==> src/rtl/nclic_dispatch.sv <==
// nclic_dispatch: interrupt arbitration and dispatch scheduler for the nested CLIC.
// Picks the highest-priority pending+enabled source above the running level,
// requests the core, pulses a pending-clear on acceptance, and tracks handler
// nesting with a small stack of saved priority levels.
module nclic_dispatch #(
  parameter int NoInterrupts = 8,
  parameter int PrioWidth    = 3,
  parameter int StackDepth   = 4
) (
  input  logic                                 clk,
  input  logic                                 reset,
  input  logic [NoInterrupts-1:0]              i_pend,
  input  logic [NoInterrupts-1:0]              i_enable,
  input  logic [NoInterrupts*PrioWidth-1:0]    i_prio,
  input  logic                                 i_irq_take,
  input  logic                                 i_mret,
  output logic                                 o_irq_req,
  output logic [$clog2(NoInterrupts)-1:0]      o_irq_id,
  output logic [PrioWidth-1:0]                 o_irq_prio,
  output logic [NoInterrupts-1:0]              o_clear_pend,
  output logic [PrioWidth-1:0]                 o_cur_prio,
  output logic [$clog2(StackDepth+1)-1:0]      o_nest_depth
);

  localparam int IW = $clog2(NoInterrupts);
  localparam int DW = $clog2(StackDepth+1);

  typedef enum logic [1:0] {
    IDLE,
    REQ,
    ACK
  } state_e;

  state_e                  state_q, state_d;
  logic                    req_q, req_d;
  logic [IW-1:0]           id_q, id_d;
  logic [PrioWidth-1:0]    prio_q, prio_d;
  logic [NoInterrupts-1:0] clear_q, clear_d;
  logic [PrioWidth-1:0]    cur_prio_q, cur_prio_d;
  logic [DW-1:0]           depth_q, depth_d;
  logic [PrioWidth-1:0]    stack_q [StackDepth];
  logic [PrioWidth-1:0]    stack_d [StackDepth];

  logic                    cand_valid;
  logic [IW-1:0]           cand_id;
  logic [PrioWidth-1:0]    cand_prio;
  logic [PrioWidth-1:0]    stack_top;
  logic                    take;
  logic                    pop;

  // Arbitration: highest priority among eligible sources, lowest id wins ties.
  always_comb begin
    // NOTE: every combinational output gets a default first so no path leaves it unassigned (no latch).
    cand_valid = 1'b0;
    cand_id    = '0;
    cand_prio  = '0;
    for (int k = 0; k < NoInterrupts; k++) begin
      if (i_pend[k] && i_enable[k] &&
          (i_prio[k*PrioWidth +: PrioWidth] > cur_prio_q) &&
          (depth_q < DW'(StackDepth)) &&
          (!cand_valid || (i_prio[k*PrioWidth +: PrioWidth] > cand_prio))) begin
        cand_valid = 1'b1;
        cand_id    = IW'(k);
        cand_prio  = i_prio[k*PrioWidth +: PrioWidth];
      end
    end
  end

  // Saved level on top of the nesting stack (entry depth-1).
  always_comb begin
    stack_top = '0;
    for (int k = 0; k < StackDepth; k++) begin
      if (DW'(k + 1) == depth_q) stack_top = stack_q[k];
    end
  end

  assign take = (state_q == REQ) && i_irq_take;
  assign pop  = i_mret && (depth_q != '0);

  // Next-state: nesting stack update and request FSM.
  always_comb begin
    state_d    = state_q;
    req_d      = 1'b0;
    id_d       = id_q;
    prio_d     = prio_q;
    clear_d    = '0;
    cur_prio_d = cur_prio_q;
    depth_d    = depth_q;
    stack_d    = stack_q;

    // Pop-then-push on a simultaneous take and mret puts the popped level
    // straight back, so only the running level changes.
    if (pop && take) begin
      cur_prio_d = prio_q;
    end else if (pop) begin
      cur_prio_d = stack_top;
      depth_d    = depth_q - DW'(1);
    end else if (take) begin
      for (int k = 0; k < StackDepth; k++) begin
        if (DW'(k) == depth_q) stack_d[k] = cur_prio_q;
      end
      cur_prio_d = prio_q;
      depth_d    = depth_q + DW'(1);
    end

    unique case (state_q)
      IDLE: begin
        if (cand_valid) begin
          state_d = REQ;
          req_d   = 1'b1;
          id_d    = cand_id;
          prio_d  = cand_prio;
        end
      end
      REQ: begin
        if (take) begin
          state_d       = ACK;
          clear_d[id_q] = 1'b1;
        end else if (cand_valid) begin
          req_d  = 1'b1;
          id_d   = cand_id;
          prio_d = cand_prio;
        end else begin
          state_d = IDLE;
        end
      end
      // One-cycle bubble so the pending clear lands before re-arbitration.
      ACK:     state_d = IDLE;
      default: state_d = IDLE;
    endcase
  end

  // State and output registers with synchronous reset.
  always_ff @(posedge clk) begin
    if (reset) begin
      // NOTE: the stack is small and must read as cleared after reset, so it is reset like any register.
      state_q    <= IDLE;
      req_q      <= 1'b0;
      id_q       <= '0;
      prio_q     <= '0;
      clear_q    <= '0;
      cur_prio_q <= '0;
      depth_q    <= '0;
      for (int k = 0; k < StackDepth; k++) stack_q[k] <= '0;
    end else begin
      // NOTE: non-blocking assignments so every register samples pre-edge values.
      state_q    <= state_d;
      req_q      <= req_d;
      id_q       <= id_d;
      prio_q     <= prio_d;
      clear_q    <= clear_d;
      cur_prio_q <= cur_prio_d;
      depth_q    <= depth_d;
      stack_q    <= stack_d;
    end
  end

  assign o_irq_req    = req_q;
  assign o_irq_id     = id_q;
  assign o_irq_prio   = prio_q;
  assign o_clear_pend = clear_q;
  assign o_cur_prio   = cur_prio_q;
  assign o_nest_depth = depth_q;

endmodule
==> config.mk <==
export PLATFORM = sky130hd
export DESIGN_NAME = nclic_dispatch
export DESIGN_NICKNAME = d
export VERILOG_FILES = /design/src/rtl/nclic_dispatch.sv
export SDC_FILE = /design/constraint.sdc
export NUM_CORES = 1
export LEC_CHECK = 0
export CAP_MARGIN = 20
export CORE_ASPECT_RATIO = 1.5
export CORE_MARGIN = 5
export CORE_UTILIZATION = 65
export CTS_BUF_LIST = sky130_fd_sc_hd__clkbuf_8
export DETAILED_ROUTE_END_ITERATION = 8
export DONT_BUFFER_PORTS = 1
export GPL_TIMING_DRIVEN = 0
export PLACE_DENSITY = 0.81
export SYNTH_ARGS = -nofsm -noshare
export SYNTH_HDL_FRONTEND = slang
export SYNTH_SLANG_ARGS = --single-unit
==> constraint.sdc <==
create_clock -name clk -period 26.6 [get_ports clk]
set_input_delay 3.99 -clock clk [delete_from_list [all_inputs] [get_ports clk]]
set_output_delay 3.99 -clock clk [all_outputs]
set_load 0.005 [all_outputs]
Yosys cells after proc, flatten, opt, wreduce, memory -nomap -nowiden
Index checks and enable logic that the tools add are counted.
W data, S select, Z words.
- bits in registers: 35
- input bits: 44
- output and inout bits: 21
- logic and storage cells: 153
- add/sub/neg operators: 2
- $lt $le $gt $ge: 18
- equal/unequal tests: 8
- muxes and demuxes: 47
- bitwise operators: 4
- reductions and logical operators: 63
- operators by type and width (operator ; number):
    $mux W3 ; 27
    $gt A3 B3 Y1 ; 15
    $logic_and A1 B1 Y1 ; 35
    $reduce_and A4 Y1 ; 4
    $mux W1 ; 12
    $pmux W3 S2 ; 2
    $logic_not A1 Y1 ; 7
    $logic_or A1 B1 Y1 ; 7
    $eq A2 B3 Y1 const A ; 2
    $mux W2 ; 3
    $reduce_and A2 Y1 ; 3
    $reduce_bool A3 Y1 ; 2
    $lt A3 B4 Y1 const B ; 1
    $ne A2 B2 Y1 const B ; 2
    $not A1 Y1 ; 4
    $pmux W2 S2 ; 1
    $reduce_bool A2 Y1 ; 2
    $add A3 B1 Y3 const B ; 1
    $demux W1 S3 ; 1
    $eq A1 B3 Y1 const A ; 1
    $eq A3 B3 Y1 const A ; 1
    $ge A3 B1 Y1 const B ; 1
    $logic_not A3 Y1 ; 1
    $lt A3 B3 Y1 const B ; 1
    other kinds (6) ; 6

Logic depth before layout (Yosys ltp)
- depth in word-level cells: 35
- depth in mapped cells: 58
- gate-level depth less buffers: 57

Worst setup path before layout
OpenSTA, ideal clock, no wires.
- path kind: input to register
- start: in i_prio[2]
- end: reg prio_q[2] (netlist: o_irq_prio[2])
- library setup time: 58 ps
- arrival: 13327 ps
- required time: 26542 ps
- slack: 13215 ps
- stages on the path: 56
- buffers on the path: 1
- cells stage by stage: ha_1 nand3_1 nand4_1 nor2_1 nand2_1 ha_1 nand3_1 o21ai_0 or2_2 o211ai_1 and2_1 ha_1 nor2b_1 o21ai_0 a32oi_1 o21ai_1 a21o_1 ha_1 (+20 left out) o32ai_1 a31oi_1 a21oi_1 ha_1 nor2b_1 o21ai_0 a32oi_1 a41oi_2 or3_1 o21ai_0 ha_1 nor2b_1 o21a_1 o21ai_0 o21ai_0 nor3b_1 a221o_1 o21a_1
- word-level cells in the longest chain between the ends: 35
- elaborated cells between the ends (all ways): 50
- those cells by class: order compare: 8; mux: 19; reduce/logical: 23
- RTL lines (what ; RTL line ; RTL):
    start: declaration ; 14 ; input logic [NoInterrupts*PrioWidth-1:0] i_prio,
    $gt A3 B3 Y1 ; 59 ; (i_prio[k*PrioWidth +: PrioWidth] > cur_prio_q) &&
    $logic_and A1 B1 Y1 ; 58 ; if (i_pend[k] && i_enable[k] &&
    $logic_and A1 B1 Y1 ; 59 ;
    $mux W3 or $mux W1 (tied branches) ; 58 ;
    $gt A3 B3 Y1 or $logic_not A1 Y1 (tied branches) ; 61 ; (!cand_valid || (i_prio[k*PrioWidth +: PrioWidth] > cand_prio))) begin
    $logic_or A1 B1 Y1 ; 61 ;
    $logic_and A1 B1 Y1 ; 60 ; (depth_q < DW'(StackDepth)) &&
    $mux W3 or $mux W1 (tied branches) ; 58 ;
    (+19 left out) ; n/a ;
    $mux W3 or $mux W1 (tied branches) ; 58 ;
    $gt A3 B3 Y1 or $logic_not A1 Y1 (tied branches) ; 61 ;
    $logic_or A1 B1 Y1 ; 61 ;
    $logic_and A1 B1 Y1 ; 60 ;
    $mux W3 or $mux W1 (tied branches) ; 58 ;
    $mux W3 * ; 108, 119 ;
    $mux W3 ; 116 ; if (take) begin
    $pmux W3 S2 * ; 106 ; unique case (state_q)
    end signal: assignment ; 150 ; prio_q <= prio_d;
    end: declaration ; 37 ; logic [PrioWidth-1:0] prio_q, prio_d;
Every way passes the cells marked *; elsewhere a longest branch is shown, timed or not. The select of a mux whose other input is x is not followed.
A chain may end at the register's enable or synchronous reset.

Worst setup path in the final report
- start: in i_prio[2]
- end: reg prio_q[1] (netlist: o_irq_prio[1])
Same word-level chain as after synthesis.

==> results.tsv <==
stage	metric	value	unit
clock_network	cts_buffer_depth	2	
clock_network	clkSinkCount	35	
clock_network	htreeDepth	2	
pwr	p_switching	145.4	µW
run	maxCapViolCount	0	
floorplanning	start_util	66.88	%
clock_network	cts_resized	0	
route	dr.pass1.iters	4	
setup_path	start_kind	input pin	
route	ant_nets	0	
pwr	ir_drop	0.00005094	V
floorplanning	dieArea	0.006485	mm²
grt	grt_usage	28.11	%
pwr	internal_power	173.9	µW
place	io_buffers	0	
logic_synthesis	synth-async-reset-ratio	0	%
logic_synthesis	yosys_warnings	0	
route	wirelength	8550	µm
route	vias_per_cell	6.424	
logic_synthesis	synth.top_cell.area_share	21.78	%
route	avgRoutedWirePerCell	18.31	µm
sta	max_freq	66.92	MHz
setup_path	worstPathArrival	15170	ps
pwr	power.clock.fraction	17.5	%
logic_synthesis	syn_area	0.003217	mm²
route	vias	3000	
grt	grt-ovfl-total	0	
logic_synthesis	yosysSeqAreaShare	21.78	%
min_path	holdCritPathClass	flip-flop to flip-flop	
logic_synthesis	synth_cells	393	
grt	grt_pass1_vias	3081	
logic_synthesis	synth_top_area_cell	dfxtp_1	
logic_synthesis	synthFlopType	dfxtp_1	
setup_path	critPathMaxStageDelay	470	ps
place	gp_congestion	0.9360	
logic_synthesis	synth-edff-count	0	
setup_path	end_kind	flip-flop	
floorplanning	fp.dieH	96.16	µm
run_status	status	finished, final reports clean	
grt	grt_pass1_wl	13890	µm
sta	drv_slew	0	
sta	final.setup.tns	0	ps
setup_path	crit_slowest_cell	nor3b_1	
cells_and_area	antennaDiodeCount	0	
clock_network	insertion_delay	290	ps
logic_synthesis	ys_types	59	
logic_synthesis	synth_nets	491	
setup_path	cp_common_cell	o21ai_0	
floorplanning	core_area	0.004810	mm²
sta	relSlewSlack	52.38	%
sta	fin_skew	12.19	ps
floorplanning	io_pins	65	
pwr	power_frac_comb	58.7	%
route	drt_iter0_markers	183	
sta	hold_viol_final	0	
pwr	p_sw_share	45.53	%
logic_synthesis	synth_area_leaders	dfxtp_1 22%, ha_1 21%, nand2_1 4.9%	
sta	rsz0062_at_grt	no	
logic_synthesis	ys_ff_latch	35	
sta	worst_slew_pin_slew	713.3	ps
floorplanning	fp.dieW	67.44	µm
setup_path	criticalPathCategory	input pin to flip-flop	
pwr	p_per_area	93.03	mW/mm²
sta	period_needed	14940	ps
pwr	p_total	319.3	µW
sta	min_period_over_period	56.18	%
grt	antenna_found_initial	0	
floorplanning	fp-row-count	31	
setup_path	cp.required	26830	ps
grt	grt_max_degree	15	
pwr	leakagePower	1.393	nW
pwr	p_seq_share	23.9	%
clock_network	cts.clk_slew.worst_paths	70	ps
route	route.detailed.drc	0	
clock_network	hold_buffers	0	
cells_and_area	drive_above_1_share	6.484	%
clock_network	cts_tree	built	
cells_and_area	synthToLayoutAreaGrowth	6.690	%
clock_network	cts_setup_buffers	0	
cells_and_area	final_nets	498	
clock_network	cts_buffers	5	
setup_path	cp_max_fo	10	
place	post-dp-hpwl	6835	µm
clock_network	cts_root_buf	clkbuf_8	
logic_synthesis	syn_area_per_cell	8.185	µm²
sta	setup_viol	0	
[path summary, 6_finish.rpt]
kind	startpoint	end	slack, ps	depth (start not counted)
worst max-delay path	i_prio[2]	o_irq_prio[1]	11660	56
worst min-delay path	stack_q[10]	stack_q[10]	500	2
worst max register to register	o_cur_prio[2]	o_irq_prio[1]	14520	57
worst min register to register	stack_q[10]	stack_q[10]	500	2
[synthesized netlist by cell type (4+ instances only)]
| library cell | instances |
|---|---|
| nand3_1 | 6 |
| nand2_1 | 42 |
| nor3_1 | 4 |
| dfxtp_1 | 35 |
| mux2i_1 | 10 |
| a311o_1 | 4 |
| o21ai_0 | 20 |
| a32oi_1 | 4 |
| o21a_1 | 6 |
| a21o_1 | 4 |
| a21oi_1 | 22 |
| nand2b_1 | 4 |
| nand4_1 | 7 |
| ha_1 | 54 |
| clkbuf_1 | 4 |
| a311oi_1 | 4 |
| nor2b_1 | 11 |
| a211oi_1 | 13 |
| inv_1 | 25 |
| nor2_1 | 41 |
| a31oi_1 | 4 |
| o211ai_1 | 5 |
| and2_1 | 7 |
[worst max-delay path, delay by kind of cell]
kind / cells / cell delay (ps)
AO/OA/AOI/OAI: 29 / 5520
AND/OR/NAND/NOR: 18 / 3270
adder cells (fa/ha/maj): 8 / 2250
buffers and inverters: 1 / 130
[final cells by class]
class / instances / area [µm²]
plain buffers: 8 / 42.54
inverters: 26 / 97.59
multi-input cells: 324 / 2376
clock inverters: 3 / 63.81
clock buffers: 5 / 68.82
well taps: 66 / 82.58
fillers: 429 / 1378
flip-flops and latches: 35 / 700.7
[cells by family after synthesis]
logic type | after synthesis | share of synthesized area, %
flops | 35 | 21.78
simple gates | 137 | 20.34
xor+xnor | 2 | 0.5446
mux | 10 | 3.112
buf+inv | 34 | 4.356
fa+ha+maj | 54 | 21.00
compound gates | 121 | 28.86
[through the flow]
| step | instance area, µm² | hold WS (ps) | setup slack, ps | instances | utilization (%) |
|---|---|---|---|---|---|
| after floorplan | 3217 | 454.6 | 13210 | 393 | - |
| after global placement | 3299 | 475.2 | 11900 | 459 | 68.60 |
| after detailed placement | 3299 | 485.3 | 11610 | 459 | 68.60 |
| after CTS | 3432 | 501.6 | 11840 | 467 | 71.36 |
| after global routing | 3432 | 530.7 | 10780 | 467 | 71.36 |
| final | 3432 | 501.0 | 11660 | 467 | 71.36 |
[power by group through the flow]
stage               Combinational (mW)  Clock (mW)  Sequential, mW
floorplan                        0.147           0          0.0722
global placement                 0.177           0          0.0771
detailed placement               0.184           0          0.0771
CTS                              0.185      0.0567          0.0762
global route                     0.211      0.0593          0.0778
finish                           0.187      0.0557          0.0763
[layer usage]
layer,GRT usage [%],vias up,share of wire (%)
met4,18.61,0,5.2
met1,27.23,1377,36
met3,6.893,40,6.2
met2,51.19,100,52
met5,0,-,0
li1,-,1483,-
[cells in the final DEF (no fill, tap or decap), types with 6 or more instances in the layout]
master / netlist / routed
a211oi_1: 13 / 13
nor2_1: 41 / 41
dfxtp_1: 35 / 35
nand3_1: 6 / 6
o21ai_0: 20 / 20
mux2i_1: 10 / 10
o21a_1: 6 / 6
nand2_1: 42 / 42
inv_1: 25 / 26
nor2b_1: 11 / 11
nand4_1: 7 / 7
a21oi_1: 22 / 22
and2_1: 7 / 7
ha_1: 54 / 54
[registers in the layout, summed over array words and instances (netlist names)]
signal        flops
o_clear_pend      8
o_cur_prio        3
o_irq_id          3
o_irq_prio        3
o_irq_req         1
o_nest_depth      3
stack_q          12
state_q           2
Note: power is estimated with default switching activity, not from simulation.
